`src/rtl/uart_cmd_wrapper.sv`:
```
// uart_cmd_wrapper
//   Robot-side byte endpoint of the Bluetooth UART link.
//   RX path: pairs received bytes (high byte first) into a 16-bit command for
//   cmd_proc, with a level ready flag and an overrun pulse.
//   TX path: serialises 8-bit responses to UART_tx with a one-deep pending
//   slot; a third response while busy and the slot is full is dropped.
//
// Ports
//   clk, rst           system clock, synchronous active-high reset
//   rx_rdy, rx_data    received-byte strobe and data from UART_rx
//   cmd, cmd_rdy       assembled command and its valid level
//   clr_cmd_rdy        consumer clears cmd_rdy
//   cmd_ovr            pulse: a command completed while cmd_rdy was still set
//   send_resp, resp    response request and byte from cmd_proc
//   tx_trmt, tx_data   start pulse and byte to UART_tx
//   tx_done            byte-complete strobe from UART_tx
//   resp_sent          pulse one clock after tx_done
//   resp_drop          pulse: response lost (busy, slot full)
//
// Optional feature macro: CMD_TIMEOUT_EN
//   When defined, a partial command (high byte only) is abandoned after
//   TIMEOUT_CLKS clocks in LOW without a byte.
module uart_cmd_wrapper #(
  parameter logic [19:0] TIMEOUT_CLKS = 20'd1_000_000
) (
  input  logic        clk,
  input  logic        rst,
  input  logic        rx_rdy,
  input  logic [7:0]  rx_data,
  output logic [15:0] cmd,
  output logic        cmd_rdy,
  input  logic        clr_cmd_rdy,
  output logic        cmd_ovr,
  input  logic        send_resp,
  input  logic [7:0]  resp,
  output logic        tx_trmt,
  output logic [7:0]  tx_data,
  input  logic        tx_done,
  output logic        resp_sent,
  output logic        resp_drop
);

  typedef enum logic {HIGH = 1'b0, LOW = 1'b1} rx_state_t;
  typedef enum logic {TX_IDLE = 1'b0, TX_BUSY = 1'b1} tx_state_t;

  rx_state_t r_rx_state, w_rx_next;
  tx_state_t r_tx_state, w_tx_next;

  logic [7:0] r_hi_byte;
  logic       r_pend_vld;
  logic [7:0] r_pend_byte;
  logic       w_timeout;

`ifdef CMD_TIMEOUT_EN
  logic [19:0] r_to_cnt;

  // Counts clocks spent waiting for the low byte; restarts on every byte.
  always_ff @(posedge clk) begin
    if (rst || r_rx_state != LOW || rx_rdy) r_to_cnt <= 20'd0;
    else                                    r_to_cnt <= r_to_cnt + 20'd1;
  end

  assign w_timeout = (r_rx_state == LOW) && (r_to_cnt == TIMEOUT_CLKS - 20'd1);
`else
  logic [19:0] w_unused_to;
  assign w_unused_to = TIMEOUT_CLKS;
  assign w_timeout   = 1'b0;
`endif

  // ---------------- RX FSM ----------------
  always_ff @(posedge clk) begin
    if (rst) r_rx_state <= HIGH;
    else     r_rx_state <= w_rx_next;
  end

  always_comb begin
    w_rx_next = r_rx_state;
    case (r_rx_state)
      HIGH:    if (rx_rdy) w_rx_next = LOW;
      LOW:     if (rx_rdy || w_timeout) w_rx_next = HIGH;
      default: w_rx_next = HIGH;
    endcase
  end

  logic w_load_hi, w_done_lo, w_load_cmd, w_ovr;

  // A clear in the completion cycle frees the slot, so the new command wins.
  always_comb begin
    w_load_hi  = (r_rx_state == HIGH) && rx_rdy;
    w_done_lo  = (r_rx_state == LOW) && rx_rdy;
    w_load_cmd = w_done_lo && (!cmd_rdy || clr_cmd_rdy);
    w_ovr      = w_done_lo && cmd_rdy && !clr_cmd_rdy;
  end

  always_ff @(posedge clk) begin
    if (rst) begin
      r_hi_byte <= 8'h00;
      cmd       <= 16'h0000;
      cmd_rdy   <= 1'b0;
      cmd_ovr   <= 1'b0;
    end else begin
      if (w_load_hi) r_hi_byte <= rx_data;
      if (w_load_cmd)       cmd <= {r_hi_byte, rx_data};
      if (w_load_cmd)       cmd_rdy <= 1'b1;
      else if (clr_cmd_rdy) cmd_rdy <= 1'b0;
      cmd_ovr <= w_ovr;
    end
  end

  // ---------------- TX FSM ----------------
  always_ff @(posedge clk) begin
    if (rst) r_tx_state <= TX_IDLE;
    else     r_tx_state <= w_tx_next;
  end

  always_comb begin
    w_tx_next = r_tx_state;
    case (r_tx_state)
      TX_IDLE: if (r_pend_vld || send_resp) w_tx_next = TX_BUSY;
      TX_BUSY: if (tx_done) w_tx_next = TX_IDLE;
      default: w_tx_next = TX_IDLE;
    endcase
  end

  logic       w_launch, w_pend_set, w_pend_clr, w_drop, w_sent;
  logic [7:0] w_launch_byte;

  // The pending byte always launches before a fresh request to keep order;
  // a request arriving in that same cycle takes over the freed slot.
  always_comb begin
    w_launch      = (r_tx_state == TX_IDLE) && (r_pend_vld || send_resp);
    w_launch_byte = r_pend_vld ? r_pend_byte : resp;
    w_pend_set    = send_resp && (((r_tx_state == TX_BUSY) && !r_pend_vld) ||
                                  ((r_tx_state == TX_IDLE) && r_pend_vld));
    w_pend_clr    = (r_tx_state == TX_IDLE) && r_pend_vld && !send_resp;
    w_drop        = (r_tx_state == TX_BUSY) && send_resp && r_pend_vld;
    w_sent        = (r_tx_state == TX_BUSY) && tx_done;
  end

  always_ff @(posedge clk) begin
    if (rst) begin
      r_pend_vld  <= 1'b0;
      r_pend_byte <= 8'h00;
      tx_trmt     <= 1'b0;
      tx_data     <= 8'h00;
      resp_sent   <= 1'b0;
      resp_drop   <= 1'b0;
    end else begin
      if (w_pend_set)      r_pend_vld <= 1'b1;
      else if (w_pend_clr) r_pend_vld <= 1'b0;
      if (w_pend_set)      r_pend_byte <= resp;
      if (w_launch)        tx_data <= w_launch_byte;
      tx_trmt   <= w_launch;
      resp_sent <= w_sent;
      resp_drop <= w_drop;
    end
  end

endmodule

```
`config.mk`:
```
export PLATFORM = sky130hd
export DESIGN_NAME = uart_cmd_wrapper
export DESIGN_NICKNAME = d
export VERILOG_FILES = /design/src/rtl/uart_cmd_wrapper.sv
export SDC_FILE = /design/constraint.sdc
export NUM_CORES = 1
export LEC_CHECK = 0
export CAP_MARGIN = 30
export CORE_ASPECT_RATIO = 1.2
export CORE_MARGIN = 5
export CORE_UTILIZATION = 48
export CTS_CLUSTER_DIAMETER = 100
export DETAILED_ROUTE_END_ITERATION = 10
export GPL_ROUTABILITY_DRIVEN = 0
export GPL_TIMING_DRIVEN = 0
export PLACE_DENSITY = 0.81
export SYNTH_ARGS = -nofsm -noshare
export SYNTH_HDL_FRONTEND = slang
export SYNTH_SLANG_ARGS = --single-unit
```
`constraint.sdc`:
```
create_clock -name clk -period 1.5 [get_ports clk]
set_clock_uncertainty 0.05 [all_clocks]
set_input_delay 0.3 -clock clk [delete_from_list [all_inputs] [get_ports clk]]
set_output_delay 0.3 -clock clk [all_outputs]
set_load 0.05 [all_outputs]
```
==> results.yml <==
outcome:
  outcome: "finished, final reports clean"
critical_path:
  critical_path_rt_ns: 1.15
  reg2reg_setup_slack_ns: 0.15
  cpPeakStageDelay_ns: 0.49
  critical_path.cell_chain: "clkdlybuf4s15_1"
  worstSetupEndpointType: "output pin"
  path_max_fanout: 1
  crit_path_start_kind: "flip-flop"
  r2r.worst_path.cells: 6
  critical-path-slowest-cell: "clkdlybuf4s15_1"
  cell_family_with_most_cp_delay: "buffers and inverters"
  crit_type: "flip-flop to output pin"
  crit_buf_inv: 1
  r2r_end: "r_pend_byte[6]"
  timing.rr.start: "r_tx_state"
  timing.critical_path.arrival_ns: 1.10
final_layout:
  syn_to_final_growth_pct: 31.56
  final_cell_area_um2: 2629
  fraction_of_final_layout_cells_sized_beyond_drive_strength_1: 0.2275
  area_occupied_by_multi_input_gates_um2: 932.1
  layout.filler_cells: 349
  antenna_cells: 0
  nNetsFinal: 279
  storage_element_area_um2: 960.9
route:
  drt_pass1_iterations: 4
  drt_iter0_drc: 51
  drc: 0
  drt-total-wl_um: 4207
  viasPerCell: 4.916
  route.vias.total: 1519
  count_of_antenna_violating_nets_left_after_detailed_routing: 0
  route.detailed.wl_per_inst_um: 13.61
cts:
  h-tree-depth: 2
  cts_tree: "done"
  clk_pin_slew_worst_paths_ns: 0.09
  cts_inserted_buffers: 5
  clockRootBuffer: "clkbuf_8"
  numClockSinks: 48
  clock_tree.buffer_depth: 2
  holdBufCountCts: 0
  clk_lat_worst_skew_ns: 0.30
min_path:
  hold_start: "rst"
  hp-class: "primary input to flip-flop"
  min_path_cells: 3
  worst_hold_path.endpoint: "cmd[2]"
yosys:
  synthDominantAreaCellType: "dfxtp_1"
  synthesis.nets: 223
  ys.warnings.count: 0
  synth_async_sr_flop_share: 0
  yosysSeqAreaShare: 0.4809
  netlist_area_um2: 1998
  synthFlopType: "dfxtp_1"
  synth.top_cell.area_share: 0.4809
  synth_edf_count: 0
  yosys.cell_types.count: 24
  post_synthesis_cell_count: 198
  synth_area_leaders: "dfxtp_1 (48%), mux2i_1 (16%), nand2b_1 (10%)"
  synth.most_common_cell: "dfxtp_1"
  synthesis.area_per_instance_um2: 10.09
  netlist_top_cells_count: "dfxtp_1 (48), nand2b_1 (33), mux2i_1 (32), nor2_1 (18), nand2_1 (17)"
  synth-seq-cells: 48
global_routing:
  grt_first_pass_wirelength_um: 6927
  grt_pass1_vias: 1513
  grt_max_degree: 15
  grt_remaining_overflow: 0
  grtUsageTotal: 0.1660
  antenna_found_initial: 0
timing:
  max_freq_ghz: 0.6886
  finalHoldViolations: 0
  final_min_period_over_clock_period: 0.9682
  setup_viol: 0
  relSlewSlack: 0.6768
  slew_worst_pin_ns: 0.4867
  final.setup.tns_ns: 0
  maxSlewViolCount: 0
  worst_setup_margin_ns: 0.04772
  finalWorstPathRequiredPeriod_ns: 1.452
floorplanning:
  placeableCoreArea_um2: 3973
  dieWidth_um: 68.90
  fp-row-count: 25
  die_area_um2: 5559
  die_y_um: 80.68
  initial_utilization: 0.5030
  design.portCount: 51
power_and_ir_drop:
  p_per_area_nw_per_um2: 1083
  vdd_drop_max_v: 0.0006270
  leakage_nw: 1.014
place:
  detailedPlacementHpwl_um: 2978
  placement.io_buffers: 49
  pre_cts_slack_ns: -0.4312
  postPlaceCellArea_um2: 2556
run:
  maxCapViolations: 0
[worst register-to-register path, delay by kind of cell, from the launching register on]
| family | cells | cell delay, ns |
|---|---|---|
| fa+ha+maj | 1 | 0.29 |
| buf+inv | 2 | 0.26 |
| compound gates | 1 | 0.11 |
| flops | 1 | 0.38 |
| simple gates | 2 | 0.19 |
[layout by cell type, fill, tap and decap left out, drive strengths merged, types with 2 or more instances in the layout]
cell           synthesis  layout
a211oi                 8       8
a21oi                 10      10
buf                   10      12
clkbuf                 5      21
clkdlybuf4s15          0      17
clkdlybuf4s50          0      20
clkinv                 0       2
dfxtp                 48      48
ha                     3       3
inv                    4       4
mux2i                 32      32
nand2                 17      17
nand2b                33      33
nor2                  19      19
nor2b                  2       2
[power by group]
group,internal [W],switching [W]
logic,0.000267,0.000386
registers,0.00136,0.0000481
clock network,0.000368,0.000418
total,0.00200,0.000852
[flip-flops by register name, indices dropped and copies added, names as in the netlist]
name and count:
r_rx_state 1, resp_drop 1, r_tx_state 1, tx_data 8
tx_trmt 1, resp_sent 1, cmd 16, r_pend_vld 1
r_hi_byte 8, cmd_ovr 1, r_pend_byte 8, cmd_rdy 1
[what timing repair did]
action                     4_1_cts  5_1_grt
setup endpoints to repair       44       40
setup buffers                    1        0
pin swaps                        0        0
gates resized for setup         68       23
[stage by stage]
step	cells	utilization	total power [W]	hold WS, ns
6_report	309	0.6617	0.002847	0.3584
5_1_grt	309	0.6617	0.002975	0.3686
4_1_cts	309	0.6706	0.002873	0.3562
3_5_place_dp	301	0.6435	0.002113	0.3985
3_3_place_gp	301	0.6435	0.002098	0.3917
2_1_floorplan	198	-	0.001894	0.3257
[logic make-up (layout without fill, tap and decap cells)]
group,Yosys count,in the layout,synth area share
compound gates,21,21,0.08641
fa+ha+maj,3,3,0.01879
mux,32,32,0.1603
buf+inv,19,76,0.05885
flops,48,48,0.4809
simple gates,75,75,0.1947
[per-layer routing]
| layer | vias up | wire length [um] | GRT usage |
|---|---|---|---|
| met4 | 0 | 51 | 0.04678 |
| met1 | 710 | 1816 | 0.1887 |
| met3 | 5 | 277 | 0.05035 |
| li1 | 763 | - | - |
| met2 | 41 | 2062 | 0.2920 |
| met5 | - | 0 | 0 |
[layout make-up]
type,instances,share of cell area
Multi-Input combinational cell,131,0.3546
Inverter,4,0.005712
Clock buffer,6,0.03141
Buffer,14,0.03903
Timing Repair Buffer,50,0.1742
Tap cell,54,0.02570
Clock inverter,2,0.003808
Sequential cell,48,0.3655
[how the worst max path moves through the flow]
stage / slack, ns / cells after the start / start / to
global placement: -0.39 / 6 / rx_rdy / cmd[7]
floorplan: 0.09 / 4 / cmd_rdy / cmd[10]
global route: -0.005 / 6 / r_tx_state / r_pend_byte[5]
finish: 0.05 / 1 / tx_trmt / tx_trmt
CTS: 0.001 / 1 / cmd[10] / cmd[10]
detailed placement: -0.43 / 6 / rx_rdy / cmd[7]
Note: power is estimated with default switching activity, not from simulation.
